--- src/rtl/evm_pkg.sv ---
// evm_pkg: shared voting-datapath constants, state type and one-hot decode.
package evm_pkg;
  localparam int NUM_CANDIDATES = 4;
  localparam int CAND_W = 2;
  localparam int VOTER_W = 3;
  typedef enum logic [2:0] {S_IDLE, S_SELECT, S_CONFIRM, S_COMMIT, S_HOLD} state_t;
  function automatic logic [CAND_W-1:0] onehot_to_index(input logic [NUM_CANDIDATES-1:0] oh);
    logic [CAND_W-1:0] idx;
    idx = '0;
    for (int i = 0; i < NUM_CANDIDATES; i++)
      if (oh[i]) idx = CAND_W'(i);
    return idx;
  endfunction
endpackage

--- src/rtl/button_sync_edge.sv ---
// button_sync_edge: multi-stage synchroniser plus rising-edge detector for raw buttons.
module button_sync_edge #(
  parameter int W = 6,
  parameter int STAGES = 2
) (
  input  logic         clk,
  input  logic         rst_n,
  input  logic [W-1:0] raw,
  output logic [W-1:0] rise
);
  localparam int SW = $clog2(STAGES + 1);
  logic [W-1:0] sync_q [STAGES];
  logic [W-1:0] prev_q, armed_q;
  logic [SW-1:0] settle_q;
  logic settled;
  assign settled = settle_q == SW'(STAGES);
  // a bit only arms once seen low after the chain has filled, so buttons held through reset never edge
  assign rise = sync_q[STAGES-1] & ~prev_q & armed_q;
  always_ff @(posedge clk or negedge rst_n)
    if (!rst_n) begin
      for (int i = 0; i < STAGES; i++) sync_q[i] <= '0;
      prev_q <= '0;
      armed_q <= '0;
      settle_q <= '0;
    end else begin
      sync_q[0] <= raw;
      for (int i = 1; i < STAGES; i++) sync_q[i] <= sync_q[i-1];
      prev_q <= sync_q[STAGES-1];
      armed_q <= armed_q | ({W{settled}} & ~sync_q[STAGES-1]);
      settle_q <= settled ? settle_q : settle_q + 1'b1;
    end
endmodule

--- src/rtl/ballot_entry_controller.sv ---
// ballot_entry_controller: turns voter-ID strobe and raw buttons into one clean vote command.
module ballot_entry_controller
  import evm_pkg::*;
#(
  parameter int TIMEOUT_CYCLES = 1000,
  parameter int HOLD_CYCLES = 4,
  parameter int SYNC_STAGES = 2
) (
  input  logic                      clk,
  input  logic                      rst_n,
  input  logic                      id_valid,
  input  logic [VOTER_W-1:0]        voter_id,
  input  logic [NUM_CANDIDATES-1:0] cand_btn,
  input  logic                      confirm_btn,
  input  logic                      cancel_btn,
  output logic [CAND_W-1:0]         candidate_number,
  output logic [VOTER_W-1:0]        voter_number,
  output logic                      vote_signal,
  output logic                      ready,
  output logic                      sel_valid,
  output logic                      err_pulse,
  output logic                      timeout_pulse
);
  localparam int TW = $clog2(TIMEOUT_CYCLES + 1);
  localparam int HW = $clog2(HOLD_CYCLES + 1);
  localparam logic [TW-1:0] T_LAST = TW'(TIMEOUT_CYCLES - 1);
  localparam logic [HW-1:0] H_LAST = HW'(HOLD_CYCLES - 1);
  state_t state, state_n;
  logic [TW-1:0] timer, timer_n;
  logic [HW-1:0] hold_cnt, hold_n;
  logic [CAND_W-1:0] cand_n;
  logic [VOTER_W-1:0] voter_n;
  logic err_n, to_n, multi, single;
  logic [NUM_CANDIDATES+1:0] btn_rise;
  logic [NUM_CANDIDATES-1:0] cand_e;
  logic confirm_e, cancel_e;
  button_sync_edge #(.W(NUM_CANDIDATES + 2), .STAGES(SYNC_STAGES)) u_sync (
    .clk  (clk),
    .rst_n(rst_n),
    .raw  ({cancel_btn, confirm_btn, cand_btn}),
    .rise (btn_rise)
  );
  assign {cancel_e, confirm_e, cand_e} = btn_rise;
  assign multi = (cand_e & (cand_e - 1'b1)) != '0;
  assign single = |cand_e && !multi;
  always_comb begin
    state_n = state;
    timer_n = timer;
    hold_n = hold_cnt;
    cand_n = candidate_number;
    voter_n = voter_number;
    err_n = id_valid && state != S_IDLE;
    to_n = 1'b0;
    case (state)
      S_IDLE:
        if (id_valid) begin
          state_n = S_SELECT;
          voter_n = voter_id;
          timer_n = '0;
        end
      S_SELECT, S_CONFIRM: begin
        timer_n = timer + 1'b1;
        err_n = err_n || multi;
        if (cancel_e) state_n = S_IDLE;
        else if (timer == T_LAST) begin
          state_n = S_IDLE;
          to_n = 1'b1;
        end else if (confirm_e && state == S_CONFIRM) state_n = S_COMMIT;
        else if (single) begin
          state_n = S_CONFIRM;
          cand_n = onehot_to_index(cand_e);
          timer_n = '0;
        end
      end
      S_COMMIT: begin
        state_n = S_HOLD;
        hold_n = '0;
      end
      S_HOLD: begin
        hold_n = hold_cnt + 1'b1;
        state_n = hold_cnt == H_LAST ? S_IDLE : S_HOLD;
      end
      default: state_n = S_IDLE;
    endcase
  end
  always_ff @(posedge clk or negedge rst_n)
    if (!rst_n) begin
      state <= S_IDLE;
      timer <= '0;
      hold_cnt <= '0;
      candidate_number <= '0;
      voter_number <= '0;
      vote_signal <= 1'b0;
      ready <= 1'b1;
      sel_valid <= 1'b0;
      err_pulse <= 1'b0;
      timeout_pulse <= 1'b0;
    end else begin
      state <= state_n;
      timer <= timer_n;
      hold_cnt <= hold_n;
      candidate_number <= cand_n;
      voter_number <= voter_n;
      vote_signal <= state_n == S_COMMIT;
      ready <= state_n == S_IDLE;
      sel_valid <= state_n == S_CONFIRM;
      err_pulse <= err_n;
      timeout_pulse <= to_n;
    end
endmodule
--- config.mk ---
export PLATFORM = sky130hd
export DESIGN_NAME = ballot_entry_controller
export DESIGN_NICKNAME = d
export VERILOG_FILES = /design/src/rtl/evm_pkg.sv /design/src/rtl/button_sync_edge.sv /design/src/rtl/ballot_entry_controller.sv
export SDC_FILE = /design/constraint.sdc
export NUM_CORES = 1
export LEC_CHECK = 0
export ABC_AREA = 0
export ABC_CLOCK_PERIOD_IN_PS = 3500
export BUFFER_PORTS_ARGS = -buffer_cell sky130_fd_sc_hd__buf_2
export CORE_MARGIN = 10
export CORE_UTILIZATION = 61
export CTS_CLUSTER_SIZE = 12
export DETAILED_ROUTE_END_ITERATION = 10
export PLACE_DENSITY = 0.82
export SKIP_CTS_REPAIR_TIMING = 1
export SLEW_MARGIN = 20
export SYNTH_ARGS = -nofsm -noshare
export SYNTH_HDL_FRONTEND = slang
export SYNTH_SLANG_ARGS = --single-unit
--- constraint.sdc ---
create_clock -name clk -period 3.5 [get_ports clk]
set_input_delay 0.175 -clock clk [delete_from_list [all_inputs] [get_ports clk]]
set_output_delay 0.175 -clock clk [all_outputs]
set_load 0.02 [all_outputs]
Word-level counts from Yosys, hierarchy flattened
Cells that the tools add are included.
{"block": "classes", "addsub": 4, "n_mul": 0, "div": 0, "n_lt_le_gt_ge": 0, "eq_ne": 10, "shift": 0, "muxes": 21, "bitwise": 10, "reduce_logical": 16}
{"cell": "10-bit 2-to-1 mux", "count": 5}
{"cell": "10-bit one-hot mux with 2 select lines", "count": 1}
{"cell": "6-bit bitwise AND", "count": 3}
{"cell": "3-bit 2-to-1 mux", "count": 6}
{"cell": "3-bit by 2-bit equality test with 1-bit output (second input constant)", "count": 5}
{"cell": "6-bit inverter", "count": 2}
{"cell": "3-bit one-hot mux with 4 select lines", "count": 1}
{"cell": "10-bit by 1-bit adder with 10-bit output (second input constant)", "count": 1}
{"cell": "10-bit equality test (second input constant)", "count": 1}
{"cell": "3-bit zero test", "count": 2}
{"cell": "6-bit bitwise OR", "count": 1}
{"cell": "3-bit one-hot mux with 2 select lines", "count": 1}
{"cell": "1-bit 2-to-1 mux", "count": 5}
{"cell": "5-bit AND reduction", "count": 1}
{"cell": "4-bit bitwise AND", "count": 1}
{"cell": "2-bit 2-to-1 mux", "count": 2}
{"cell": "2-bit AND reduction", "count": 2}
{"cell": "2-bit nonzero test", "count": 2}
{"cell": "4-bit nonzero test", "count": 1}
{"cell": "4-bit OR reduction", "count": 1}
{"cell": "4-bit by 1-bit subtractor with 4-bit output (second input constant)", "count": 1}
{"cell": "3-bit by 1-bit adder with 3-bit output (second input constant)", "count": 1}
{"cell": "3-bit by 1-bit equality test with 1-bit output (second input constant)", "count": 1}
{"cell": "3-bit equality test (second input constant)", "count": 1}
{"cell": "9 further kinds", "count": 13}
{"block": "totals", "ff_bits": 52, "latch_bits": 0, "ramBits": 0, "rom_bits": 0, "inputBits": 12, "output_inout_bits": 10, "word_cells": 76, "mem_count": 0}

Longest topological paths before layout
Gate-level depths: netlist of the first run.
{"block": "depth", "word_depth": 14, "depth_mapped": 7}

Hierarchy
A second synthesis of the first run with hierarchy kept.
{"block": "unflattened", "cells_unflattened": 189, "area_unflattened_um2": 2229.6}
{"module": "ballot_entry_controller", "n_inst": 1, "cells_each": 134, "area_each_um2": 1421.4, "seq_area_each_um2": 651.9}
{"module": "button_sync_edge", "n_inst": 1, "cells_each": 55, "area_each_um2": 808.3, "seq_area_each_um2": 650.6}

Worst setup path before layout of the first run
No wires, ideal clock.
{"block": "synth_path", "kind": "register to register", "from": "reg state[2]", "to": "reg candidate_number[0]", "setup_ps": 125, "arrival_time_ps": 1608, "required_time_ps": 3375, "slack_ps": 1767, "path_stages_with_launch": 7, "n_path_buf": 1, "cell_sequence": "dfrtp_1 buf_6 nand2b_4 or4_4 nand4_2 a21oi_4 mux2_4"}
{"block": "synth_between", "elab_chain_cells": 4, "elab_cells_between_ends": 6, "classes_between": "2 x eq/ne; 1 x bitwise; 3 x reduce/logical"}
{"element": "from (decl)", "line_no": "ballot_entry_controller.sv:28", "text": "state_t state, state_n;"}
{"element": "from (signal assigned)", "line_no": "ballot_entry_controller.sv:99", "text": "state <= state_n;"}
{"element": "3-bit by 2-bit equality test with 1-bit output", "line_no": "ballot_entry_controller.sv:54, ballot_entry_controller.sv:68"}
{"element": "1-bit logical AND", "line_no": "ballot_entry_controller.sv:68", "text": "end else if (confirm_e && state == S_CONFIRM) state_n = S_COMMIT;"}
{"element": "1-bit inverter (no source line)"}
{"element": "5-bit AND reduction (no source line) *"}
{"element": "to (signal assigned)", "line_no": "ballot_entry_controller.sv:102", "text": "candidate_number <= cand_n;"}
{"element": "to (decl)", "line_no": "ballot_entry_controller.sv:16", "text": "output logic [CAND_W-1:0] candidate_number,"}
Mark *: on every way between the ends. The rest lies on a longest branch, timed or not.
A chain may end at the register's enable or synchronous reset.

Worst setup path after layout of the first run
{"block": "layout_path", "from": "reg state[1]", "to": "reg candidate_number[1]"}
Same word-level chain as after synthesis.

==> results of run 1 <==
[power groups by stage]
stage               combinational, mW  clock, mW  sequential (mW)
global route                    0.501      0.308            0.765
detailed placement              0.455          0            0.764
floorplan                       0.313          0            0.793
CTS                             0.455      0.287            0.753
global placement                0.434          0            0.755
finish                          0.457      0.277            0.753
[cells by family (layout without fill, tap and decap cells)]
kind of cell,Yosys count,in the layout,share of synthesized area
muxes,7,7,0.0382
buffers and inverters,17,47,0.0359
and+or+nand+nor,63,63,0.173
AOI/OAI and AO/OA,31,31,0.104
adders and majority gates,4,4,0.0228
DFF,52,52,0.594
xor gates and xnor gates,8,8,0.0319
[registers in the layout, summed over array words and instances (netlist names), 2 cells and up]
name / count
u_sync.sync_q: 12
timer: 10
u_sync.armed_q: 6
u_sync.prev_q: 6
hold_cnt: 3
state: 3
voter_number: 3
candidate_number: 2
u_sync.settle_q: 2
[cell usage after synthesis (all sizes together)]
cell type  instances
dfrtp             51
inv               11
nor2              11
a21oi              9
nand2              9
a21o               7
nor3               7
and3               6
nand3              6
xnor2              6
mux2               5
nand3b             5
and2               4
buf                4
ha                 4
nor2b              4
o21ai              4
a32o               3
nor4               3
a211oi             2
clkbuf             2
mux2i              2
nand2b             2
nand4              2
o22ai              2
or4                2
xor2               2
a221oi             1
a22o               1
a31oi              1
and2b              1
and3b              1
dfstp              1
o21a               1
[final timing paths]
check,from,end,slack [ns]
worst max register to register,state[1],candidate_number[1],1.20
worst min register to register,u_sync.sync_q[10],u_sync.sync_q[4],0.37
worst min-delay path,voter_id[2],voter_number[2],0.02
max in group asynchronous,rst_n,hold_cnt[1],2.74
worst max-delay path,state[1],candidate_number[1],1.20
min in group asynchronous,rst_n,u_sync.prev_q[4],0.34
[metal layers]
metal | part of all wire | wire, um | vias to the layer above
met2 | 0.51 | 2020 | 43
met3 | 0.056 | 224 | 7
met5 | 0 | 0 | -
met4 | 0.017 | 68 | 0
met1 | 0.42 | 1670 | 712
li1 | - | - | 687
[through the flow]
stage	utilization	instance area, sq um
3_3_place_gp	0.679	2320
4_1_cts	0.697	2380
2_1_floorplan	-	2190
5_1_grt	0.718	2450
6_report	0.718	2450
3_5_place_dp	0.679	2320
[area by class of cell]
type | instances | area (sq um) | share of cell area
Sequential cell | 52 | 1300 | 0.531
Multi-Input combinational cell | 113 | 813 | 0.332
Timing Repair Buffer | 28 | 178 | 0.0724
Tap cell | 46 | 57.6 | 0.0235
Inverter | 11 | 41.3 | 0.0168
Clock buffer | 5 | 37.5 | 0.0153
Clock inverter | 3 | 22.5 | 0.00918
==> key figures, run 1 <==
Place
  – Gp weighted congestion: between 0.8 and 0.9
  – Post-DP HPWL: 2.82 mm
  – Number of port buffers: 21
  – Inst Count DP: around 240
  – Pre-CTS setup slack: between 1 and 1.5 ns

Min path
  – Hold crit path type: input pin to flop
  – Hold path cells: 2

Synth
  – Top cell type's share of synthesized area: 0.582
  – Mapped Cells: roughly 180
  – Synth area leader: dfrtp_1
  – Synth top area cells: dfrtp_1 58%, a21o_1 2.4%, xnor2_1 2.4%
  – Syn nets: about 200
  – Synth Cell Area: about 0.0022 sq mm
  – Synth unique cells: 42
  – Yosys warning count: 0
  – Yosys reg bits: between 50 and 60
  – Mean Syn Cell Area: 12.1 sq um
  – Seq/Total Area, Yosys: 0.594

Detailed routing
  – Detailed Route Iter0 Violations: between 100 and 150
  – Routed Antenna Nets: 0
  – Wire length per cell: 15.4 um
  – Vias per cell: between 5 and 6
  – DRT Wirelength: approximately 4.0 mm
  – Vias: 1449
  – Drc violations: 0
  – TritonRoute pass-1 iters: 4

Floorplan
  – Die ar.: 0.00640 sq mm
  – Die Y: about 80 um
  – Row cnt: 21
  – Die X: around 80 um
  – Initial Utilization: 0.642
  – Core footprint: approximately 0.0034 sq mm
  – Ports: 22

Pwr
  – P_sw: between 500 and 600 uW
  – Leakage: around 1.1 nW
  – Sequential power share: 0.506
  – Maximum VDD drop: around 0.36 mV
  – PwrDens: between 600 and 700 mW/mm^2
  – Clock Power Share: 0.186
  – Pint: 949 uW
  – Sw Ratio: 0.362
  – Final Power: between 1 and 1.5 mW
  – Gate power share: 0.307

Global routing
  – Met1 usage: 0.137
  – Largest net degree at the start of global routing: 53
  – Most Crowded Layer GR: met2
  – Met3 Resource Use GR: 0.0495
  – Global-route wire length before repair: around 6.4 mm
  – Global route overflow: 0
  – GRT Total Usage: 0.128
  – GR Layer Usage met2: 0.209
  – Antenna violations before repair: 0
  – Number of global-route vias before repair: 1400

Setup path
  – Worst EP arrival: about 2.6 ns
  – Worst EP required: approximately 3.8 ns
  – CP Max Fanout: 11
  – R2r worst-path depth: 5
  – CP Launch Type: flop
  – Crit Path Class: flop to flop
  – CP Buf/Inv Count: 0
  – Worst path slowest cell: nor2_1
  – Top delay family on crit path: simple AND/OR/NAND/NOR gates
  – Nature of the critical path endpoint: flop
  – Worst-path cell chain: xnor2_1 > nor2_1 > nand4_2 > a21oi_4 > mux2_4
  – Stages on the worst setup path: 5
  – Crit-path max cell delay: around 0.6 ns

STA
  – Slew headroom: 0.506
  – RSZ-0062 raised after global routing: no
  – Fmax: 435 MHz
  – Endpoints failing setup: 0
  – Min setup slack post-route: around 1.2 ns
  – Hold Slack: 0.0226 ns
  – Fin crit period: about 2.3 ns
  – Final period util: 0.657
  – Slew Limit Fails: 0
  – Clock Skews: about 0.016 ns
  – Final hold violations: 0
  – Final TNS setup: 0 ns
  – Worst slew pin tran: 0.739 ns

CTS
  – CTS H-tree depth: 2
  – CTS sink cnt: between 50 and 60
  – Clk Latency, worst-skew pair: ~0.38 ns
  – Total CTS buffers: 5
  – Root Driver: clkbuf_4
  – CTS clk-pin slew, worst paths: 0.16 ns
  – CTS tree: done
  – Max Root-Sink Buffers: 2

Cells and area
  – Most common cell after layout, fill and taps aside: dfrtp_1
  – Layout Nets: between 200 and 250
  – Fillers: 229
  – Syn-to-layout area delta: 11.7%
  – Ant. Diodes: 0
  – Fin cells: 258
  – Share of layout cells above drive strength 1: 0.208
  – Most frequent cells in the layout: 51 x dfrtp_1, 20 x buf_2, 11 x inv_1, 11 x nor2_1, 9 x nand2_1

Run
  – Max_cap viols: 0

Run status
  – Status: completed
Power figures use the tool's default switching activity.
==> run 2, diff against run 1 <==
--- a/config.mk
+++ b/config.mk
@@ -5,14 +5,14 @@
 export SDC_FILE = /design/constraint.sdc
 export NUM_CORES = 1
 export LEC_CHECK = 0
-export ABC_AREA = 0
-export ABC_CLOCK_PERIOD_IN_PS = 3500
+export ABC_AREA = 1
+export ABC_CLOCK_PERIOD_IN_PS = 2200
 export BUFFER_PORTS_ARGS = -buffer_cell sky130_fd_sc_hd__buf_2
 export CORE_MARGIN = 10
-export CORE_UTILIZATION = 61
+export CORE_UTILIZATION = 57
 export CTS_CLUSTER_SIZE = 12
 export DETAILED_ROUTE_END_ITERATION = 10
-export PLACE_DENSITY = 0.82
+export PLACE_DENSITY = 0.77
 export SKIP_CTS_REPAIR_TIMING = 1
 export SLEW_MARGIN = 20
 export SYNTH_ARGS = -nofsm -noshare
==> constraint.sdc (replaced) <==
create_clock -name clk -period 2.2 [get_ports clk]
set_input_delay 0.11 -clock clk [delete_from_list [all_inputs] [get_ports clk]]
set_output_delay 0.11 -clock clk [all_outputs]
set_load 0.02 [all_outputs]
==> run 2 against run 1 <==
Worst hold slack better by 0.021 ns; sequential share of layout area down 2.4 points; total power up 74%; clock-buffer cell count unchanged; clock skew down 0.0081 ns; critical endpoint is now sel_valid; flip-flop and latch count unchanged; worst setup slack worse by 0.50 ns.
==> key figures, run 2 <==
Setup path
  – CP Launch Type: flop
  – Worst EP arrival: 1.73 ns (-0.85 ns)
  – Worst-path cell chain: ha_1 > nand2_1 > nor3_1 > and3_2 > nor2_4 > nand2_2 > nand2_2 > nor2_1
  – Critical Path Most Common Cell: nand2_2
  – R2r worst-path depth: 8 (+3)
  – Nature of the critical path endpoint: flop
  – Worst EP required: 2.43 ns (-1.35 ns)
  – Crit-path max cell delay: 0.46 ns (-0.13 ns)
  – Critical R2R Launch: timer[0]
  – Setup crit end: sel_valid
  – Crit Path Class: flop to flop
  – CP Launch Point: timer[0]
  – Register-to-register setup slack: 0.70 ns (-0.50 ns)
  – Reg-to-reg endpoint: sel_valid
  – Worst path slowest cell: dfrtp_1
  – CP Max Fanout: 7 (-4)

STA
  – Clock Skews: 0.00755 ns (-0.00811 ns)
  – Final period util: 0.683 (+0.0253)
  – Slew Limit Fails: 0 (unchanged)
  – Slew headroom: 0.580 (+0.0738)
  – Final TNS setup: 0 ns (unchanged)
  – Fin crit period: 1.50 ns (-0.799 ns)
  – Fmax: 666 MHz (+53%)
  – RSZ-0062 raised after global routing: no
  – Final hold violations: 0 (unchanged)
  – Endpoints failing setup: 0 (unchanged)
  – Worst slew pin tran: 0.631 ns (-0.108 ns)

Cells and area
  – Most frequent cells in the layout: 54 x nand2_1, 51 x dfrtp_1, 22 x inv_1, 21 x buf_2, 15 x nor2_1
  – Area occupied by multi-input gates: 827 sq um (+1.7%)
  – Syn-to-layout area delta: 15.3%
  – Share of layout cells above drive strength 1: 0.217 (+0.00951)
  – Register area: 0.00130 sq mm (unchanged)
  – Most common cell after layout, fill and taps aside: nand2_1
  – Ant. Diodes: 0 (unchanged)
  – Fillers: 298 (+30%)
  – Layout Nets: 273 (+20%)
  – Number of flip-flops in the largest register: 12 (unchanged)
  – Regs by FF count: u_sync.sync_q: 12 flops, timer: 10 flops
  – Largest reg by FF count: u_sync.sync_q
  – Fin cells: 306 (+19%)
  – Fin area: 0.00257 sq mm (+4.7%)

CTS
  – Root Driver: clkbuf_8
  – Max Root-Sink Buffers: 2 (unchanged)
  – Clk Latency, worst-skew pair: 0.30 ns (-0.08 ns)
  – Total CTS buffers: 5 (unchanged)
  – CTS tree: done
  – CTS clk-pin slew, worst paths: 0.09 ns (-0.07 ns)
  – CTS sink cnt: 52 (unchanged)
  – CTS H-tree depth: 2 (unchanged)

Synth
  – Mean Syn Cell Area: 10.1 sq um (-16%)
  – Yosys warning count: 0 (unchanged)
  – Top cell type's share of synthesized area: 0.573 (-0.00882)
  – Top FF cell, synth: dfrtp_1
  – Synth Cell Area: 0.00223 sq mm (+1.5%)
  – Synth area leader: dfrtp_1
  – Top cells by count, synth: 54 x nand2_1, 51 x dfrtp_1, 22 x inv_1, 15 x nor2_1, 13 x nand3_1
  – Asr flop ratio synth: 1.00 (unchanged)
  – Syn nets: 237 (+20%)
  – Mapped Cells: 221 (+21%)
  – Seq/Total Area, Yosys: 0.585 (-0.00900)
  – Post-synth EDFFs: 0 (unchanged)
  – Count leader, synth: nand2_1
  – Synth unique cells: 31 (-26%)
  – Yosys reg bits: 52 (unchanged)
  – Synth top area cells: dfrtp_1 57%, nand2_1 9.1%, inv_1 3.7%

Run status
  – Status: completed

Global routing
  – Largest net degree at the start of global routing: 30 (-43%)
  – Antenna violations before repair: 0 (unchanged)
  – Number of global-route vias before repair: 1433 (+2.4%)
  – Global route overflow: 0 (unchanged)
  – GRT Total Usage: 0.119 (-0.00855)
  – Global-route wire length before repair: 6.31 mm (-0.75%)

Detailed routing
  – Routed Antenna Nets: 0 (unchanged)
  – Metal3 WL: 235 um (+4.9%)
  – Routed wl met2: 1.71 mm (-15%)
  – Wire length per cell: 12.2 um (-21%)
  – Detailed Route Iter0 Violations: 63 (-58%)
  – Drc violations: 0 (unchanged)
  – Vias: 1521 (+5.0%)
  – Vias per cell: 4.97 (-11%)
  – TritonRoute pass-1 iters: 4 (unchanged)
  – Max Used Layer: met4
  – WL met1: 1.73 mm (+3.2%)
  – DRT Wirelength: 3.72 mm (-6.6%)

Place
  – Cell Area, Placed: 0.00240 sq mm (+3.6%)
  – Gp weighted congestion: 0.798 (-7.6%)
  – Inst Count DP: 291 (+20%)
  – Post-DP HPWL: 2.77 mm (-1.5%)
  – Number of port buffers: 21 (unchanged)

Pwr
  – PwrDens: 1010 mW/mm^2 (+66%)
  – Leakage: 1.33 nW (+19%)
  – Maximum VDD drop: 0.490 mV (+37%)

Floorplan
  – Row cnt: 22 (+4.8%)
  – Ports: 22 (unchanged)
  – Die ar.: 0.00681 sq mm (+6.5%)
  – Initial Utilization: 0.600 (-0.0428)
  – Die X: 82.5 um (+3.2%)
  – Core footprint: 0.00372 sq mm (+8.8%)
  – Die Y: 82.5 um (+3.2%)

Run
  – Max_cap viols: 0 (unchanged)

Min path
  – Hold crit path type: input pin to flop
-- run 2: cell types whose count changed after synthesis, sizes merged, moves of 3 or more --
cell / before / now
nand3: 6 / 15
buf: 4 / 1
xnor2: 6 / 3
a21o: 7 / 0
inv: 11 / 25
nor2: 11 / 20
o21bai: 0 / 5
nor4: 3 / 0
a21oi: 9 / 1
and3: 6 / 1
and2: 4 / 0
nand2: 9 / 61
nor2b: 4 / 0
-- run 2: stage by stage --
stage / utilization / power, mW / worst slack, ns / hold slack, ns
2_1_floorplan: - / 1.83 / 0.846 / -0.186
3_3_place_gp: 0.647 / 2.04 / 0.725 / 0.163
3_5_place_dp: 0.647 / 2.06 / 0.706 / 0.167
4_1_cts: 0.672 / 2.61 / 0.683 / -0.165
5_1_grt: 0.691 / 2.77 / 0.522 / 0.0402
6_report: 0.691 / 2.59 / 0.698 / 0.0439
-- run 2: metal layers --
metal  vias to the layer above  GRT usage
met5                         -          0
met4                         0     0.0401
met3                         7     0.0367
met2                        29      0.188
met1                       710      0.152
li1                        775          -
-- run 2: report_power, final --
group          internal [mW]  switching [mW]  total (mW)
sequential              1.12           0.106        1.22
combinational          0.284           0.536       0.821
clock                  0.234           0.313       0.547
total                   1.63           0.956        2.59
-- run 2: logic make-up (layout without fill, tap and decap cells) --
logic type,count (synthesis),in the layout,share of synthesized area
buf+inv,26,63,0.0444
simple gates,114,114,0.261
xor+xnor,7,7,0.0275
flops,52,52,0.585
compound gates,15,15,0.0455
mux,3,3,0.0152
fa+ha+maj,4,4,0.0225
-- run 2: area by class of cell --
class | count | area share
timing repair buffer | 30 | 0.0740
clock buffer | 5 | 0.0268
clock inverter | 3 | 0.0102
multi-input combinational | 143 | 0.322
tap | 48 | 0.0234
inverter | 25 | 0.0365
sequential | 52 | 0.507
-- run 2: worst max-delay path, delay by kind of cell (launching register included) --
family	cells	cell delay [ns]
and+or+nand+nor	7	0.74
adders and majority gates	1	0.23
DFF	1	0.46
-- run 2: worst min path at each step --
stage / startpoint / to / slack (ns) / depth (start not counted)
final: voter_id[1] / voter_number[1] / 0.04 / 2
after global routing: voter_id[1] / voter_number[1] / 0.04 / 2
after CTS: rst_n / u_sync.armed_q[2] / -0.17 / 1
after detailed placement: rst_n / hold_cnt[2] / 0.17 / 1
after global placement: rst_n / u_sync.sync_q[3] / 0.16 / 1
after floorplan: rst_n / candidate_number[0] / -0.19 / 0
==> run 3, diff against run 2 <==
--- a/config.mk
+++ b/config.mk
@@ -5,8 +5,8 @@
 export SDC_FILE = /design/constraint.sdc
 export NUM_CORES = 1
 export LEC_CHECK = 0
-export ABC_AREA = 1
-export ABC_CLOCK_PERIOD_IN_PS = 2200
+export ABC_AREA = 0
+export ABC_CLOCK_PERIOD_IN_PS = 1400
 export BUFFER_PORTS_ARGS = -buffer_cell sky130_fd_sc_hd__buf_2
 export CORE_MARGIN = 10
 export CORE_UTILIZATION = 57
==> constraint.sdc (replaced) <==
create_clock -name clk -period 1.4 [get_ports clk]
set_input_delay 0.07 -clock clk [delete_from_list [all_inputs] [get_ports clk]]
set_output_delay 0.07 -clock clk [all_outputs]
set_load 0.02 [all_outputs]
==> run 3 against run 2 <==
The run now ends with negative setup slack left; combinational power up 120%; clock-buffer cell count unchanged; worst hold slack better by 0.024 ns; core utilization up 14 points; clock power up 57%; total power up 74%; register-to-register slack worse by 1.0 ns; flip-flop and latch count unchanged; critical path depth down 3; global-route usage up 3.1 points; design area up 19%.
==> key figures, run 3 (synthesized netlist as in run 1, its figures left out) <==
STA
  – Slew headroom: 0.632 (+0.0528)
  – Slew Limit Fails: 0 (unchanged)
  – Clock Skews: 0.00758 ns (+0.0000353 ns)
  – Fin crit period: 1.73 ns (+0.230 ns)
  – Min setup slack post-route: -0.332 ns (-1.03 ns)
  – Fmax: 577 MHz (-13%)
  – RSZ-0062 raised after global routing: yes
  – Final hold violations: 0 (unchanged)
  – Worst slew pin tran: 0.552 ns (-0.0792 ns)
  – Endpoints failing setup: 21 (+21)
  – Final period util: 1.24 (+0.555)

Cells and area
  – Share of layout cells above drive strength 1: 0.425 (+0.208)
  – Most common cell after layout, fill and taps aside: dfrtp_1
  – Syn-to-layout area delta: 39.3%
  – Regs by FF count: u_sync.sync_q: 12 flops, timer: 10 flops
  – Number of flip-flops in the largest register: 12 (unchanged)
  – Largest reg by FF count: u_sync.sync_q
  – Layout Nets: 281 (+2.9%)
  – Fin cells: 314 (+2.6%)
  – Ant. Diodes: 0 (unchanged)
  – Most frequent cells in the layout: 50 x dfrtp_1, 47 x buf_4, 21 x buf_2, 11 x inv_1
  – Fillers: 195 (-35%)

CTS
  – Max Root-Sink Buffers: 2 (unchanged)
  – Total CTS buffers: 5 (unchanged)
  – CTS clk-pin slew, worst paths: 0.10 ns (about the same)
  – CTS tree: done
  – CTS H-tree depth: 2 (unchanged)
  – Clk Latency, worst-skew pair: 0.31 ns (about the same)
  – Root Driver: clkbuf_8
  – CTS sink cnt: 52 (unchanged)

Setup path
  – CP Max Fanout: 6 (-1)
  – Crit-path max cell delay: 0.37 ns (-0.09 ns)
  – Nature of the critical path endpoint: flop
  – Worst path slowest cell: dfrtp_1
  – Crit Path Class: flop to flop
  – Worst EP required: 1.60 ns (-0.83 ns)
  – CP Launch Type: flop
  – Worst-path cell chain: nand3b_1 > xnor2_1 > nand3_2 > a21oi_4 > mux2_4
  – Worst EP arrival: 1.93 ns (+0.20 ns)

Place
  – Number of port buffers: 21 (unchanged)
  – Gp weighted congestion: 0.872 (+9.2%)
  – Pre-CTS setup slack: -0.323 ns (-1.03 ns)
  – Post-DP HPWL: 3.34 mm (+21%)
  – Inst Count DP: 285 (-2.1%)

Detailed routing
  – Max Used Layer: met4
  – TritonRoute pass-1 iters: 4 (unchanged)
  – Detailed Route Iter0 Violations: 92 (+46%)
  – Wire length per cell: 17.3 um (+42%)
  – Routed wl met2: 2.80 mm (+64%)
  – DRT Wirelength: 5.44 mm (+46%)
  – Vias per cell: 5.53 (+11%)
  – Drc violations: 0 (unchanged)
  – Metal3 WL: 298 um (+27%)
  – Vias: 1737 (+14%)
  – WL met1: 2.19 mm (+27%)
  – Routed Antenna Nets: 0 (unchanged)

Floorplan
  – Core footprint: 0.00369 sq mm (-0.74%)
  – Die X: 82.1 um (-0.58%)
  – Die ar.: 0.00673 sq mm (-1.1%)
  – Row cnt: 22 (unchanged)
  – Die Y: 82.1 um (-0.58%)
  – Ports: 22 (unchanged)
  – Initial Utilization: 0.595 (-0.00468)

Min path
  – Hold crit path type: input pin to flop

Global routing
  – Global-route wire length before repair: 7.68 mm (+22%)
  – Number of global-route vias before repair: 1700 (+19%)
  – Largest net degree at the start of global routing: 26 (-13%)
  – Antenna violations before repair: 0 (unchanged)
  – Global route overflow: 0 (unchanged)
  – GRT Total Usage: 0.150 (+0.0310)

Pwr
  – Leakage: 1.43 nW (+7.3%)
  – Clock Power Share: 0.191 (-0.020)
  – Gate power share: 0.395 (+0.078)
  – Sequential power share: 0.414 (-0.058)
  – Sw Ratio: 0.363 (-0.00668)
  – PwrDens: 1470 mW/mm^2 (+46%)
  – P_sw: 1.63 mW (+71%)
  – Pint: 2.87 mW (+76%)
  – Maximum VDD drop: 0.852 mV (+74%)

Run status
  – Status: finished with violations
  – Failing checks: negative setup slack

Run
  – Max_cap viols: 0 (unchanged)
run 3: area by class of cell:
cell class,count,area (sq um),share of cell area
flip-flops and latches,52,1300,0.427
clock inverters,3,22.5,0.00737
clock buffers,5,68.8,0.0225
multi-input cells,113,948,0.310
inverters,11,41.3,0.0135
well taps,48,60.1,0.0196
repair buffers,82,612,0.200
run 3: worst paths after layout:
path | startpoint | endpoint | slack, ns | depth (start not counted)
worst max-delay path | u_sync.prev_q[0] | candidate_number[1] | -0.33 | 5
worst min-delay path | id_valid | err_pulse | 0.07 | 3
worst max register to register | u_sync.prev_q[0] | candidate_number[1] | -0.33 | 5
worst min register to register | u_sync.sync_q[8] | u_sync.sync_q[2] | 0.36 | 0
max in group asynchronous | rst_n | u_sync.sync_q[2] | 0.61 | 3
min in group asynchronous | rst_n | hold_cnt[2] | 0.27 | 2
run 3: metal layers:
layer | vias up | track usage
met4 | 0 | 0.0561
met3 | 16 | 0.0459
met2 | 61 | 0.255
li1 | 797 | -
met1 | 863 | 0.175
met5 | - | 0
run 3: stage by stage:
step           hold slack [ns]  setup TNS [ns]  power, mW  utilization  instance area, sq um
2_1_floorplan           -0.226           -2.02       2.82            -                  2210
3_3_place_gp            0.0731           -3.36       3.23        0.718                  2650
5_1_grt                 0.0693           -6.25       4.74        0.829                  3060
3_5_place_dp            0.0724           -4.31       3.30        0.718                  2650
4_1_cts                 -0.255           -5.16       4.17        0.743                  2740
6_report                0.0679           -4.75       4.50        0.829                  3060
run 3: power groups by stage:
stage | Combinational (mW) | Sequential [mW] | Clock, mW
finish | 1.78 | 1.86 | 0.858
global route | 1.91 | 1.89 | 0.937
CTS | 1.45 | 1.84 | 0.876
detailed placement | 1.43 | 1.87 | 0
global placement | 1.38 | 1.85 | 0
floorplan | 0.832 | 1.98 | 0
run 3: critical path, delay by kind of cell (launching register included):
kind,cells,cell delay (ns)
AO/OA/AOI/OAI,1,0.28
XOR/XNOR,1,0.29
flip-flops,1,0.37
multiplexers,1,0.32
AND/OR/NAND/NOR,2,0.38
